==> src/rtl/xoshiro_pkg.sv <==
// Shared types, constants and the xoshiro128 step/scramble arithmetic used by
// both the free-running generator path and the jump sequencer.
package xoshiro_pkg;

  typedef enum logic [1:0] {
    MODE_PLUS         = 2'd0,
    MODE_PLUSPLUS     = 2'd1,
    MODE_STARSTAR     = 2'd2,
    MODE_PLUSPLUS_ALT = 2'd3
  } mode_e;

  // Word i of the state lives at index [i]: s[0] is s0.
  typedef logic [3:0][31:0] xs_state_t;

  localparam logic [31:0] DEFAULT_SEED0 = 32'h0D1929D2;
  localparam logic [31:0] DEFAULT_SEED1 = 32'h491DFB74;
  localparam logic [31:0] DEFAULT_SEED2 = 32'h473E5E7D;
  localparam logic [31:0] DEFAULT_SEED3 = 32'hD6CA8A07;

  // Index [0] holds the first constant word consumed by the sequencer.
  localparam logic [3:0][31:0] JUMP_C = {
    32'h77f2db5b, 32'h6fa035c3, 32'hf542d2d3, 32'h8764000b
  };
  localparam logic [3:0][31:0] LONG_JUMP_C = {
    32'h1c580662, 32'hccf5a0ef, 32'h0b6f099f, 32'hb523952e
  };

  function automatic logic [31:0] rotl32(input logic [31:0] x, input logic [4:0] k);
    return (x << k) | (x >> (6'd32 - {1'b0, k}));
  endfunction

  function automatic xs_state_t xoshiro128_step(input xs_state_t s);
    xs_state_t   n;
    logic [31:0] t;
    t    = s[1] << 9;
    n    = s;
    n[2] = n[2] ^ n[0];
    n[3] = n[3] ^ n[1];
    n[1] = n[1] ^ n[2];
    n[0] = n[0] ^ n[3];
    n[2] = n[2] ^ t;
    n[3] = rotl32(n[3], 5'd11);
    return n;
  endfunction

  // Output function on the pre-step state; *5 and *9 are shift-add.
  function automatic logic [31:0] xoshiro128_scramble(input xs_state_t s, input mode_e mode);
    logic [31:0] sum;
    logic [31:0] x5;
    logic [31:0] r;
    logic [31:0] out;
    sum = s[0] + s[3];
    x5  = (s[1] << 2) + s[1];
    r   = rotl32(x5, 5'd7);
    case (mode)
      MODE_PLUS:     out = sum;
      MODE_STARSTAR: out = (r << 3) + r;
      default:       out = rotl32(sum, 5'd7) + s[0];
    endcase
    return out;
  endfunction

endpackage

==> src/rtl/prng_fifo.sv <==
// Prefetch buffer between the generator and the CPU read path. The head word
// is held in its own register so the output never passes through the RAM read mux.
module prng_fifo #(
  parameter int DEPTH = 4,
  parameter int WIDTH = 32
) (
  input  logic             clk,
  input  logic             rst,
  input  logic             push,
  input  logic [WIDTH-1:0] push_data,
  input  logic             pop,
  input  logic             flush,
  output logic             full,
  output logic             empty,
  output logic [WIDTH-1:0] head
);

  localparam int AW = $clog2(DEPTH);
  localparam logic [AW:0] FULL_COUNT = (AW + 1)'(DEPTH);

  logic [WIDTH-1:0] mem_q [DEPTH];
  logic [AW-1:0]    wr_ptr_q, wr_ptr_d;
  logic [AW-1:0]    rd_ptr_q, rd_ptr_d;
  logic [AW:0]      count_q, count_d;
  logic [WIDTH-1:0] head_q, head_d;
  logic             do_push;
  logic             do_pop;

  assign full  = (count_q == FULL_COUNT);
  assign empty = (count_q == '0);
  assign head  = head_q;

  always_comb begin
    do_pop   = pop && !flush && (count_q != '0);
    do_push  = push && !flush && ((count_q != FULL_COUNT) || do_pop);
    wr_ptr_d = do_push ? wr_ptr_q + 1'b1 : wr_ptr_q;
    rd_ptr_d = do_pop ? rd_ptr_q + 1'b1 : rd_ptr_q;
    count_d  = count_q;
    if (do_push && !do_pop) begin
      count_d = count_q + 1'b1;
    end else if (!do_push && do_pop) begin
      count_d = count_q - 1'b1;
    end

    // Next head: incoming word when the buffer is (about to be) otherwise empty,
    // else the stored successor of the current head.
    head_d = head_q;
    if (count_d == '0) begin
      head_d = '0;
    end else if ((count_q == '0) || (do_pop && (count_q == (AW + 1)'(1)))) begin
      head_d = push_data;
    end else if (do_pop) begin
      head_d = mem_q[rd_ptr_q + 1'b1];
    end

    if (flush) begin
      wr_ptr_d = '0;
      rd_ptr_d = '0;
      count_d  = '0;
      head_d   = '0;
    end
  end

  always_ff @(posedge clk) begin
    if (do_push) begin
      mem_q[wr_ptr_q] <= push_data;
    end
  end

  always_ff @(posedge clk or posedge rst) begin
    if (rst) begin
      wr_ptr_q <= '0;
      rd_ptr_q <= '0;
      count_q  <= '0;
      head_q   <= '0;
    end else begin
      wr_ptr_q <= wr_ptr_d;
      rd_ptr_q <= rd_ptr_d;
      count_q  <= count_d;
      head_q   <= head_d;
    end
  end

endmodule

==> src/rtl/xoshiro128_engine.sv <==
// xoshiro128 engine: state registers, RUN/JUMP sequencer and scrambled output
// feeding a prefetch FIFO with valid/ready handshake.
module xoshiro128_engine
  import xoshiro_pkg::*;
#(
  parameter int          FIFO_DEPTH = 4,
  parameter logic [31:0] SEED0      = DEFAULT_SEED0,
  parameter logic [31:0] SEED1      = DEFAULT_SEED1,
  parameter logic [31:0] SEED2      = DEFAULT_SEED2,
  parameter logic [31:0] SEED3      = DEFAULT_SEED3
) (
  input  logic        clk,
  input  logic        rst,
  input  logic [1:0]  mode,
  input  logic        write,
  input  logic [1:0]  write_addr,
  input  logic [31:0] write_data,
  input  logic        jump_req,
  input  logic        jump_long,
  output logic        busy,
  output logic [31:0] rnd,
  output logic        rnd_valid,
  input  logic        rnd_ready
);

  localparam logic ST_RUN  = 1'b0;
  localparam logic ST_JUMP = 1'b1;

  logic        state_q, state_d;
  xs_state_t   s_q, s_d;
  xs_state_t   acc_q, acc_d;
  xs_state_t   acc_x;
  xs_state_t   s_stepped;
  logic [6:0]  cnt_q, cnt_d;
  logic        long_q, long_d;
  logic        busy_q, busy_d;
  logic [3:0][31:0] jump_c;
  logic        jump_bit;

  logic        fifo_push;
  logic        fifo_pop;
  logic        fifo_flush;
  logic        fifo_full;
  logic        fifo_empty;
  logic [31:0] push_data;

  assign s_stepped = xoshiro128_step(s_q);
  assign jump_c    = long_q ? LONG_JUMP_C : JUMP_C;
  // Counter bits [6:5] pick the constant word, [4:0] the bit within it.
  assign jump_bit  = jump_c[cnt_q[6:5]][cnt_q[4:0]];

  always_comb begin
    state_d    = state_q;
    s_d        = s_q;
    acc_d      = acc_q;
    cnt_d      = cnt_q;
    long_d     = long_q;
    fifo_push  = 1'b0;
    fifo_flush = 1'b0;
    fifo_pop   = 1'b0;
    push_data  = xoshiro128_scramble(s_q, mode_e'(mode));
    acc_x      = jump_bit ? (acc_q ^ s_q) : acc_q;

    if (state_q == ST_RUN) begin
      fifo_pop = rnd_ready;
      if (write) begin
        s_d[write_addr] = write_data;
        fifo_flush      = 1'b1;
      end else if (jump_req) begin
        fifo_flush = 1'b1;
        acc_d      = '0;
        cnt_d      = '0;
        long_d     = jump_long;
        state_d    = ST_JUMP;
      end else if (!fifo_full || rnd_ready) begin
        fifo_push = 1'b1;
        s_d       = s_stepped;
      end
    end else begin
      // The final iteration commits the accumulator, including its own XOR.
      acc_d = acc_x;
      s_d   = s_stepped;
      cnt_d = cnt_q + 7'd1;
      if (cnt_q == 7'd127) begin
        s_d     = acc_x;
        cnt_d   = '0;
        state_d = ST_RUN;
      end
    end

    busy_d = (state_d == ST_JUMP);
  end

  always_ff @(posedge clk or posedge rst) begin
    if (rst) begin
      state_q <= ST_RUN;
      s_q     <= {SEED3, SEED2, SEED1, SEED0};
      acc_q   <= '0;
      cnt_q   <= '0;
      long_q  <= 1'b0;
      busy_q  <= 1'b0;
    end else begin
      state_q <= state_d;
      s_q     <= s_d;
      acc_q   <= acc_d;
      cnt_q   <= cnt_d;
      long_q  <= long_d;
      busy_q  <= busy_d;
    end
  end

  prng_fifo #(
    .DEPTH (FIFO_DEPTH),
    .WIDTH (32)
  ) u_fifo (
    .clk       (clk),
    .rst       (rst),
    .push      (fifo_push),
    .push_data (push_data),
    .pop       (fifo_pop),
    .flush     (fifo_flush),
    .full      (fifo_full),
    .empty     (fifo_empty),
    .head      (rnd)
  );

  assign busy      = busy_q;
  assign rnd_valid = !fifo_empty;

endmodule
==> config.mk <==
export PLATFORM = sky130hd
export DESIGN_NAME = xoshiro128_engine
export DESIGN_NICKNAME = d
export VERILOG_FILES = /design/src/rtl/xoshiro_pkg.sv /design/src/rtl/prng_fifo.sv /design/src/rtl/xoshiro128_engine.sv
export SDC_FILE = /design/constraint.sdc
export NUM_CORES = 1
export LEC_CHECK = 0
export CORE_MARGIN = 2
export CORE_UTILIZATION = 30
export DETAILED_ROUTE_END_ITERATION = 12
export MAX_ROUTING_LAYER = met4
export PLACE_DENSITY = 0.45
export SETUP_SLACK_MARGIN = 0.5
export SLEW_MARGIN = 20
export SYNTH_ARGS = -nofsm -noshare
export SYNTH_HDL_FRONTEND = slang
export SYNTH_SLANG_ARGS = --single-unit
export TNS_END_PERCENT = 10
==> constraint.sdc <==
create_clock -name clk -period 14.7 [get_ports clk]
set_input_delay 2.94 -clock clk [delete_from_list [all_inputs] [get_ports clk]]
set_output_delay 2.94 -clock clk [all_outputs]
set_load 0.1 [all_outputs]
### Word-level counts from Yosys, hierarchy flattened

Memory sizes are Yosys's and may differ from the RTL's.
Index checks and enable logic that the tools add are counted.

* flip-flop bits (word level): 304
* bits in latches: 0
* bits in writable memories: 128
* memory bits (read-only): 0
* bits of input ports: 42
* output and inout port bits: 34
* word-level logic and storage cells: 121
* memories kept: 1

* add/subtract/negate cells: 9
* multiply operators: 0
* divide/modulo/power cells: 0
* order comparisons: 4
* eq/ne operators: 7
* shift operators: 0
* multiplexer cells: 46
* bitwise gates (word level): 11
* reductions and logical operators: 28

Memory list
* u_fifo.mem_q: depth 4, width 32, rd ports 1, clocked after memory_dff 0, write ports 1, line prng_fifo.sv:21 `logic [WIDTH-1:0] mem_q [DEPTH];`

Operator list (number)
* $mux W128: 9
* $mux W32: 6
* $xor A32 B32 Y32: 5
* $add A32 B32 Y32: 4
* $bwmux W128: 1
* $xor A128 B128 Y128: 1
* $mux W127: 1
* $bmux W32 S2: 1
* $demux W32 S2: 1
* $or A32 B7 Y32: 2
* $pmux W32 S2: 1
* $or A32 B11 Y32: 1
* $mux W7: 4
* $mux W1: 14
* $mux W3: 3
* $logic_and A1 B1 Y1: 8
* $mux W2: 4
* $add A7 B1 Y7 const B: 1
* $eq A7 B7 Y1 const B: 1
* $logic_not A3 Y1: 2
* $lt A2 B3 Y1 const B: 2
* $lt A5 B6 Y1 const B: 1
* $reduce_bool A2 Y1: 3
* $reduce_bool A3 Y1: 2
* other kinds (18): 27

### Logic depth before layout (Yosys ltp)

Gate-level depths: netlist of run 1.

* depth in word-level cells: 16
* depth in mapped cells: 22
* gate-level depth less buffers: 22

### Cells and area by module

From an unflattened synthesis of run 1, not the netlist that was laid out.

* cell total of the unflattened synthesis: 3336
* area, all modules: 29892.4 µm²

By module, submodules not included
* xoshiro128_engine: instances 1, cells each 2987, area each 23317.4 µm², sequential area each 6713.9 µm²
* prng_fifo: instances 1, cells each 349, area each 6575.1 µm², sequential area each 4819.6 µm²

### Worst setup path after synthesis of run 1

No wires, ideal clock.

* path kind: flip-flop to flip-flop
* start point: reg s_q[32] (netlist bit)
* end point: reg u_fifo.head_q[31] (netlist: u_fifo.head[31])
* setup time: 0.119 ns
* arrival: 4.992 ns
* data required time: 14.581 ns
* path slack: 9.589 ns
* stages on the path, launching flop included: 23
* path buffers: 0
* clock period less this slack: 5.111 ns
* cell sequence: dfrtp_1 ha_1 fa_1 a211oi_1 nor2_1 o211ai_1 a31oi_1 a31oi_1 o21ai_0 a21oi_1 xnor2_1 ha_1 inv_1 fa_1 nand2b_1 a21o_1 a211oi_1 nor3_1 o41ai_1 or2_2 mux2i_1 a211o_1 o21a_1

* word-level cells in the longest chain between the ends: 7

RTL lines
* from (decl): line xoshiro128_engine.sv:30 `xs_state_t s_q, s_d;`
* from (signal assigned): line xoshiro128_engine.sv:97 `s_q <= {SEED3, SEED2, SEED1, SEED0};`
* $add A32 B32 Y32: line xoshiro_pkg.sv:53 `x5 = (s[1] << 2) + s[1];`
* $or A32 B7 Y32: line xoshiro_pkg.sv:29 `return (x << k) | (x >> (6'd32 - {1'b0, k}));`
* $add A32 B32 Y32: line xoshiro_pkg.sv:57 `MODE_STARSTAR: out = (r << 3) + r;`
* $pmux W32 S2: line xoshiro_pkg.sv:55 `case (mode)`
* via push_data[31]: line xoshiro128_engine.sv:45 `logic [31:0] push_data;`
* $mux W32: line prng_fifo.sv:50 `end else if ((count_q == '0) || (do_pop && (count_q == (AW + 1)'(1)))) begin`
* $mux W32: line prng_fifo.sv:48 `if (count_d == '0) begin`
* $mux W32: line prng_fifo.sv:56 `if (flush) begin`
* to (signal assigned): line prng_fifo.sv:75 `head_q <= '0;`
* to (signal assigned): line prng_fifo.sv:80 `head_q <= head_d;`
* to (decl): line prng_fifo.sv:25 `logic [WIDTH-1:0] head_q, head_d;`

The timed path passes the listed nets, and every way through them passes these cells.
A chain may end at the register's enable or synchronous reset.

### Worst setup path after layout of run 1

* start point: reg s_q[32] (netlist bit)
* end point: mem u_fifo.mem_q[0][19] (data pin)

* word-level cells in the longest chain between the ends: 4

RTL lines (line)
* $add A32 B32 Y32: xoshiro_pkg.sv:53
* $or A32 B7 Y32: xoshiro_pkg.sv:29
* $add A32 B32 Y32: xoshiro_pkg.sv:57
* $pmux W32 S2: xoshiro_pkg.sv:55
* via push_data[19]: xoshiro128_engine.sv:45
* to (decl): prng_fifo.sv:21

The timed path passes the listed nets, and every way through them passes these cells.

==> impl_results.md, run 1 <==
* Min Tclk post-route at 6.788 ns
* Critical path capture point type: flop
* Top cells by area, synth: dfrtp_1, edfxtp_1, o21ai_0
* Ys Warns at 0
* Die H at 330.8 microns
* Wirelength per Cell at approximately 25 microns
* Via density at 5.759
* Final Max Slew Viols at 0
* CP Data Arrival Time at 7.10 ns
* Max Fclk at between 100 and 150 MHz
* Final hold violations at 0
* Iter 0 DRT Violations at between 2000 and 3000
* Clk slew on worst S/H paths at around 0.06 ns
* Final period util at a little under half
* Setup-failing EPs final at 0
* Status: finished, violations left
* RSZ-0062 raised after global routing: no
* Cell with the most instances after synthesis: nand2_1
* Total CTS buffers at 55
* GP Congestion at between 0.9 and 1
* Antenna viol nets, final at 0
* Sequential share of the synthesized area at 36.01%
* Failing checks: DRC
* CTS tree: done
* Avg Cell Area, Syn at 8.559 sq um
* Clock tree buffer depth at 3
* Post-route DRC at 1
* Clock Tree Root: clkbuf_16
* Die area at 109400 sq um
* Fraction of registers with async set/reset at between 70% and 80%
* Share of cells above drive strength 1 at 7.951%
* TNS Setup at 0 ns
* I/O Buffers at 75
* Startpoint types: flop
* Pin count of the biggest net entering global routing at between 100 and 150
* Yosys top cell area share at 18.59%
* Max-cap viol count at 0
* Worst clock skew at around 0.053 ns
* Vias in the first global route at 27324
* DR vias at 29235
* # rows at around 120
* CP required at between 15 and 20 ns
* CTS Hold Buffers Added at 0
* Post-synth EDFFs at 128
* Crit Path Max Fanout at 12
* Gate Count Post-Synth at 3742
* Width of the chip at about 330 microns
* H-Tree Depth at 2
* Prevailing post-synth register cell: dfrtp_1
* Post-DP HPWL at 87270 microns
* Area grow syn2layout at 11.76%
* Worst hold path class: flop to flop
* Final #Nets at roughly 3800
* Setup CP Type: flop to flop
* Synth Register Bits at ~430
* Syn Nets at 3924
* CTS Sinks at 432
* First-pass GRT wire length at about 190000 microns
* Initial antenna violation count at 0
* Initial core utilization at 30.34%
* Clock Latency Late Sink at 0.67 ns
* Grt total ovfl at 0
* Io pins at 76
* Routed WL at 128700 microns
* Core area at 105600 sq um
* DR pass1 iterations at 10
* Tightest Pin Transition at ~1.1 ns
* Post-CTS setup buffer count at 0
* Yosys cell types at 84
* Post-synth top cells: nand2_1, o21ai_0, a21oi_1
* ANT cells at 0
* Synth area leader: dfrtp_1
* Slew HR at a little under a quarter
* Area of the mapped netlist at 32030 sq um
* All-Layer GR Usage at a little under a quarter
* Final-layout fill cell count at 10895
* Post_cts resized at 0
## cell usage in the layout (no fill, tap or decap), types with 21 or more instances in the layout
master,count
edfxtp_1,128
nand2_1,404
clkbuf_16,56
a221oi_1,61
a31oi_1,59
a211oi_1,69
dfstp_2,66
buf_4,56
o221ai_1,57
nor3b_1,28
o21a_1,22
a21boi_0,22
clkdlybuf4s50_1,73
ha_1,136
o21ai_0,392
nand3_1,97
dfrtp_1,236
o211ai_1,22
nor3_1,95
xnor2_1,152
a22oi_1,44
a21o_1,54
mux4_2,38
o22ai_1,36
a21oi_1,333
xor2_1,186
nor2_1,290
and3_1,21
o31ai_1,72
inv_1,57
o21ai_1,24
## logic make-up after synthesis
family	after synthesis	share of synthesized area, %
compound gates	1370	26.79
mux	58	3.313
xor+xnor	342	9.438
buf+inv	353	4.445
flops	432	36.01
fa+ha+maj	140	5.563
simple gates	1047	14.45
## per-stage QoR
step | instances | hold WS [ns] | utilization (%) | setup slack [ns] | area [sq um]
floorplan | 3742 | 0.4655 | - | 3.467 | 32030
global placement | 4973 | 0.4837 | 32.07 | 7.756 | 33860
finish | 5076 | 0.4944 | 33.91 | 7.912 | 35800
detailed placement | 4973 | 0.4832 | 32.09 | 8.004 | 33880
global route | 5076 | 0.5127 | 33.91 | 7.507 | 35800
CTS | 5076 | 0.4967 | 33.91 | 7.943 | 35800
## critical path: stages, from the launching register on
cell and delay (ns):
dfrtp_1 0.65, ha_1 0.40, fa_1 0.44, a211oi_1 0.25, nor2_1 0.13, o211ai_1 0.25, a31oi_1 0.17, a31oi_1 0.38
o21ai_0 0.16, a21oi_1 0.28, nand3b_1 0.15, nand3_1 0.17, ha_1 0.38, a21oi_1 0.22, nor3b_1 0.45, a211oi_1 0.22
or4_1 0.53, nand2_1 0.11, xnor2_1 0.11, o21ai_0 0.16, o31ai_1 0.82
## area by class of cell
type                       count  area (sq um)  area share [%]
multi-input combinational   2957         19170           53.57
clock inverter                19         272.8          0.7620
tap                         1391          1740           4.862
clock buffer                  84          1647           4.600
inverter                      61         241.5          0.6746
sequential                   432         11540           32.23
timing repair buffer         132          1181           3.300
## flip-flops by register name, indices dropped and copies added, names as in the netlist
register         flops
long_q               1
u_fifo.wr_ptr_q      2
u_fifo.mem_q       128
u_fifo.rd_ptr_q      2
u_fifo.count_q       3
cnt_q                7
busy                 1
u_fifo.head         32
acc_q              128
s_q                128
## metal layers
metal	share of wire, %	GRT usage, %	vias up
met2	46	36.93	877
met3	4.6	2.192	145
met1	47	33.12	14617
met4	2.6	6.276	0
li1	-	-	13596
met5	0	-	-
## path summary, 6_finish.rpt
path | end | start | depth (start not counted) | slack (ns)
max in group asynchronous | acc_q[92]$_DFFE_PP0P_ | rst | 4 | 9.69
min reg2reg | acc_q[98]$_DFFE_PP0P_ | acc_q[98]$_DFFE_PP0P_ | 1 | 0.49
min in group asynchronous | acc_q[102]$_DFFE_PP0P_ | rst | 2 | 2.83
max | u_fifo.mem_q[0][19]$_DFFE_PP_ | s_q[32]$_DFFE_PP0P_ | 20 | 7.91
min | acc_q[98]$_DFFE_PP0P_ | acc_q[98]$_DFFE_PP0P_ | 1 | 0.49
max reg2reg | u_fifo.mem_q[0][19]$_DFFE_PP_ | s_q[32]$_DFFE_PP0P_ | 20 | 7.91
Power of run 1 is left out: the tool's default activity adds up to more than one toggle a clock period on the data nets, which glitch-free logic cannot reach.
==> run 2: changes to the inputs <==
--- a/config.mk
+++ b/config.mk
@@ -9,7 +9,7 @@
 export CORE_UTILIZATION = 30
 export DETAILED_ROUTE_END_ITERATION = 12
 export MAX_ROUTING_LAYER = met4
-export PLACE_DENSITY = 0.45
+export PLACE_DENSITY = 0.46
 export SETUP_SLACK_MARGIN = 0.5
 export SLEW_MARGIN = 20
 export SYNTH_ARGS = -nofsm -noshare
==> constraint.sdc (replaced) <==
create_clock -name clk -period 5.7 [get_ports clk]
set_input_delay 1.14 -clock clk [delete_from_list [all_inputs] [get_ports clk]]
set_output_delay 1.14 -clock clk [all_outputs]
set_load 0.1 [all_outputs]
==> impl_results.md, run 2 (synthesis gave the netlist of run 1 again) <==
* Vias in the first global route at 28471
* Setup CP Type: flop to flop
* TNS Setup at 0 ns
* Non-Filler Instances at 5264
* Area grow syn2layout at 18.07%
* RSZ-0062 raised after global routing: yes
* Worst clock skew at 0.03064 ns
* Crit Path Max Fanout at 10
* Hold path depth at 1
* CP Data Arrival Time at 5.58 ns
* Clock Tree Root: clkbuf_16
* Max incr delay on CP at 0.50 ns
* Post-DP HPWL at 92500 microns
* CP max stage cell: xnor2_1
* Max-cap viol count at 0
* Routed WL at 130700 microns
* Clk slew on worst S/H paths at 0.05 ns
* Final hold violations at 0
* Initial core utilization at 30.34%
* RR Endpoint: u_fifo.head[31]$_DFFE_PP0P_
* DR vias at roughly 30000
* Critical path capture point type: flop
* Biggest regs: acc_q: 128 flops, s_q: 128 flops, u_fifo.mem_q: 128 flops
* Pin count of the biggest net entering global routing at between 100 and 150
* I/O Buffers at between 70 and 80
* CTS tree: done
* Clock tree buffer depth at 3
* Commonest non-fill, non-tap cell in the layout: nand2_1
* Worst r2r src: s_q[100]$_DFFE_PP0P_
* Buffers and inverters on the worst path at 1
* Status: complete, no violations
* Cells after DPL at 5136
* Sequence of cells on the critical path: ha_4, o211ai_1, o211a_1, o21a_1, buf_4, o31a_1, xnor2_1, ha_1, a21o_1, a21o_1, a21oi_1, o21ai_0, a211oi_1, a211o_1, xnor3_1, a211o_1, o21a_1
* # rows at approximately 120
* First-pass GRT wire length at 194000 microns
* Final #Nets at approximately 4000
* All-Layer GR Usage at 24.23%
* Tightest Pin Transition at 1.131 ns
* H-Tree Depth at 2
* Clock Latency Late Sink at 0.64 ns
* Most frequent cells in the layout: nand2_1, o21ai_0, a21oi_1
* CP required at about 6.2 ns
* CTS Sinks at ~430
* Share of cells above drive strength 1 at 15.01%
* Io pins at between 70 and 80
* Max Fclk at 197.2 MHz
* Final period util at 88.97%
* Setup-failing EPs final at 0
* Die area at 109400 sq um
* Die H at 330.8 microns
* Slew HR at 24.06%
* Via density at 5.711
* Min-Delay Endpoint: acc_q[64]$_DFFE_PP0P_
* Min Tclk post-route at 5.072 ns
* R2R Setup Slk at ~0.63 ns
* Iter 0 DRT Violations at 2563
* Final Max Slew Viols at 0
* Antenna viol nets, final at 0
* Wirelength per Cell at 24.82 microns
* Grt total ovfl at 0
* Initial antenna violation count at 1
* Width of the chip at 330.8 microns
* Worst min-delay path startpoint: acc_q[64]$_DFFE_PP0P_
* Startpoint types: flop
* DR pass1 iterations at 6
* CP delay by family, top: compound AO/OA/AOI/OAI gates
* Worst hold path class: flop to flop
* Final-layout fill cell count at 10795
* Post-route DRC at 0
* GP Congestion at 0.9643
* Worst Reg-to-Reg Cells at 17
* Total CTS buffers at 54
* Core area at 105600 sq um
run 2: cell count changes in the layout (fill, tap and decap cells not counted), sizes merged:
cell	previous run	this run
bufinv	6	4
buf	59	247
diode	0	1
clkbuf	84	83
inv	62	64
run 2: metal layers:
layer | vias up | share of wire [%] | GRT usage [%]
li1 | 13970 | - | -
met1 | 15002 | 47 | 33.22
met2 | 906 | 45 | 37.12
met3 | 185 | 5.2 | 2.976
met4 | 0 | 3.5 | 7.623
met5 | - | 0 | -
run 2: stage by stage:
step	cell area, sq um	util [%]	setup slack [ns]	hold WS (ns)
after detailed placement	35180	33.32	0.04489	0.4815
final	37820	35.82	0.6284	0.4926
after global routing	37820	35.82	0.4145	0.5058
after floorplan	32030	-	0.5709	0.4655
after CTS	37170	35.21	0.4274	0.4946
after global placement	35180	33.32	0.07999	0.4829
run 2: what timing repair did:
| item | CTS | global route |
|---|---|---|
| resized for setup | 31 | 108 |
| hold buffers | 0 | 0 |
| setup buffers | 7 | 18 |
| endpoints found under the setup margin | 97 | 103 |
| pin swaps | 16 | 50 |
run 2: area by class of cell:
cell class / instances / area (sq um) / share of cell area, %
diodes: 1 / 2.502 / 0.006617
clock buffers: 83 / 1582 / 4.182
clock inverters: 19 / 226.5 / 0.5989
inverters: 61 / 237.7 / 0.6286
multi-input cells: 2957 / 19780 / 52.32
flip-flops and latches: 432 / 11540 / 30.52
well taps: 1391 / 1740 / 4.602
repair buffers: 320 / 2704 / 7.150
run 2: worst max path at each step:
| stage | endpoint | cells past startpoint | from | slack (ns) |
|---|---|---|---|---|
| after floorplan | acc_q[0]$_DFFE_PP0P_ | 1 | rst | 0.57 |
| after global placement | u_fifo.head[31]$_DFFE_PP0P_ | 22 | s_q[32]$_DFFE_PP0P_ | 0.08 |
| after detailed placement | u_fifo.head[31]$_DFFE_PP0P_ | 22 | s_q[32]$_DFFE_PP0P_ | 0.04 |
| after CTS | u_fifo.head[31]$_DFFE_PP0P_ | 21 | s_q[36]$_DFFE_PP1P_ | 0.43 |
| after global routing | u_fifo.head[23]$_DFFE_PP0P_ | 21 | s_q[43]$_DFFE_PP1P_ | 0.41 |
| final | u_fifo.head[31]$_DFFE_PP0P_ | 17 | s_q[100]$_DFFE_PP0P_ | 0.63 |
run 2: worst reg2reg max path: stages (launching register included):
cell,delay [ns]
dfrtp_1,0.43
ha_4,0.33
o211ai_1,0.11
o211a_1,0.29
o21a_1,0.22
buf_4,0.15
o31a_1,0.32
xnor2_1,0.50
ha_1,0.46
a21o_1,0.26
a21o_1,0.19
a21oi_1,0.32
o21ai_0,0.19
a211oi_1,0.24
a211o_1,0.15
xnor3_1,0.22
a211o_1,0.37
o21a_1,0.19
Power of run 2 is left out for the same reason.
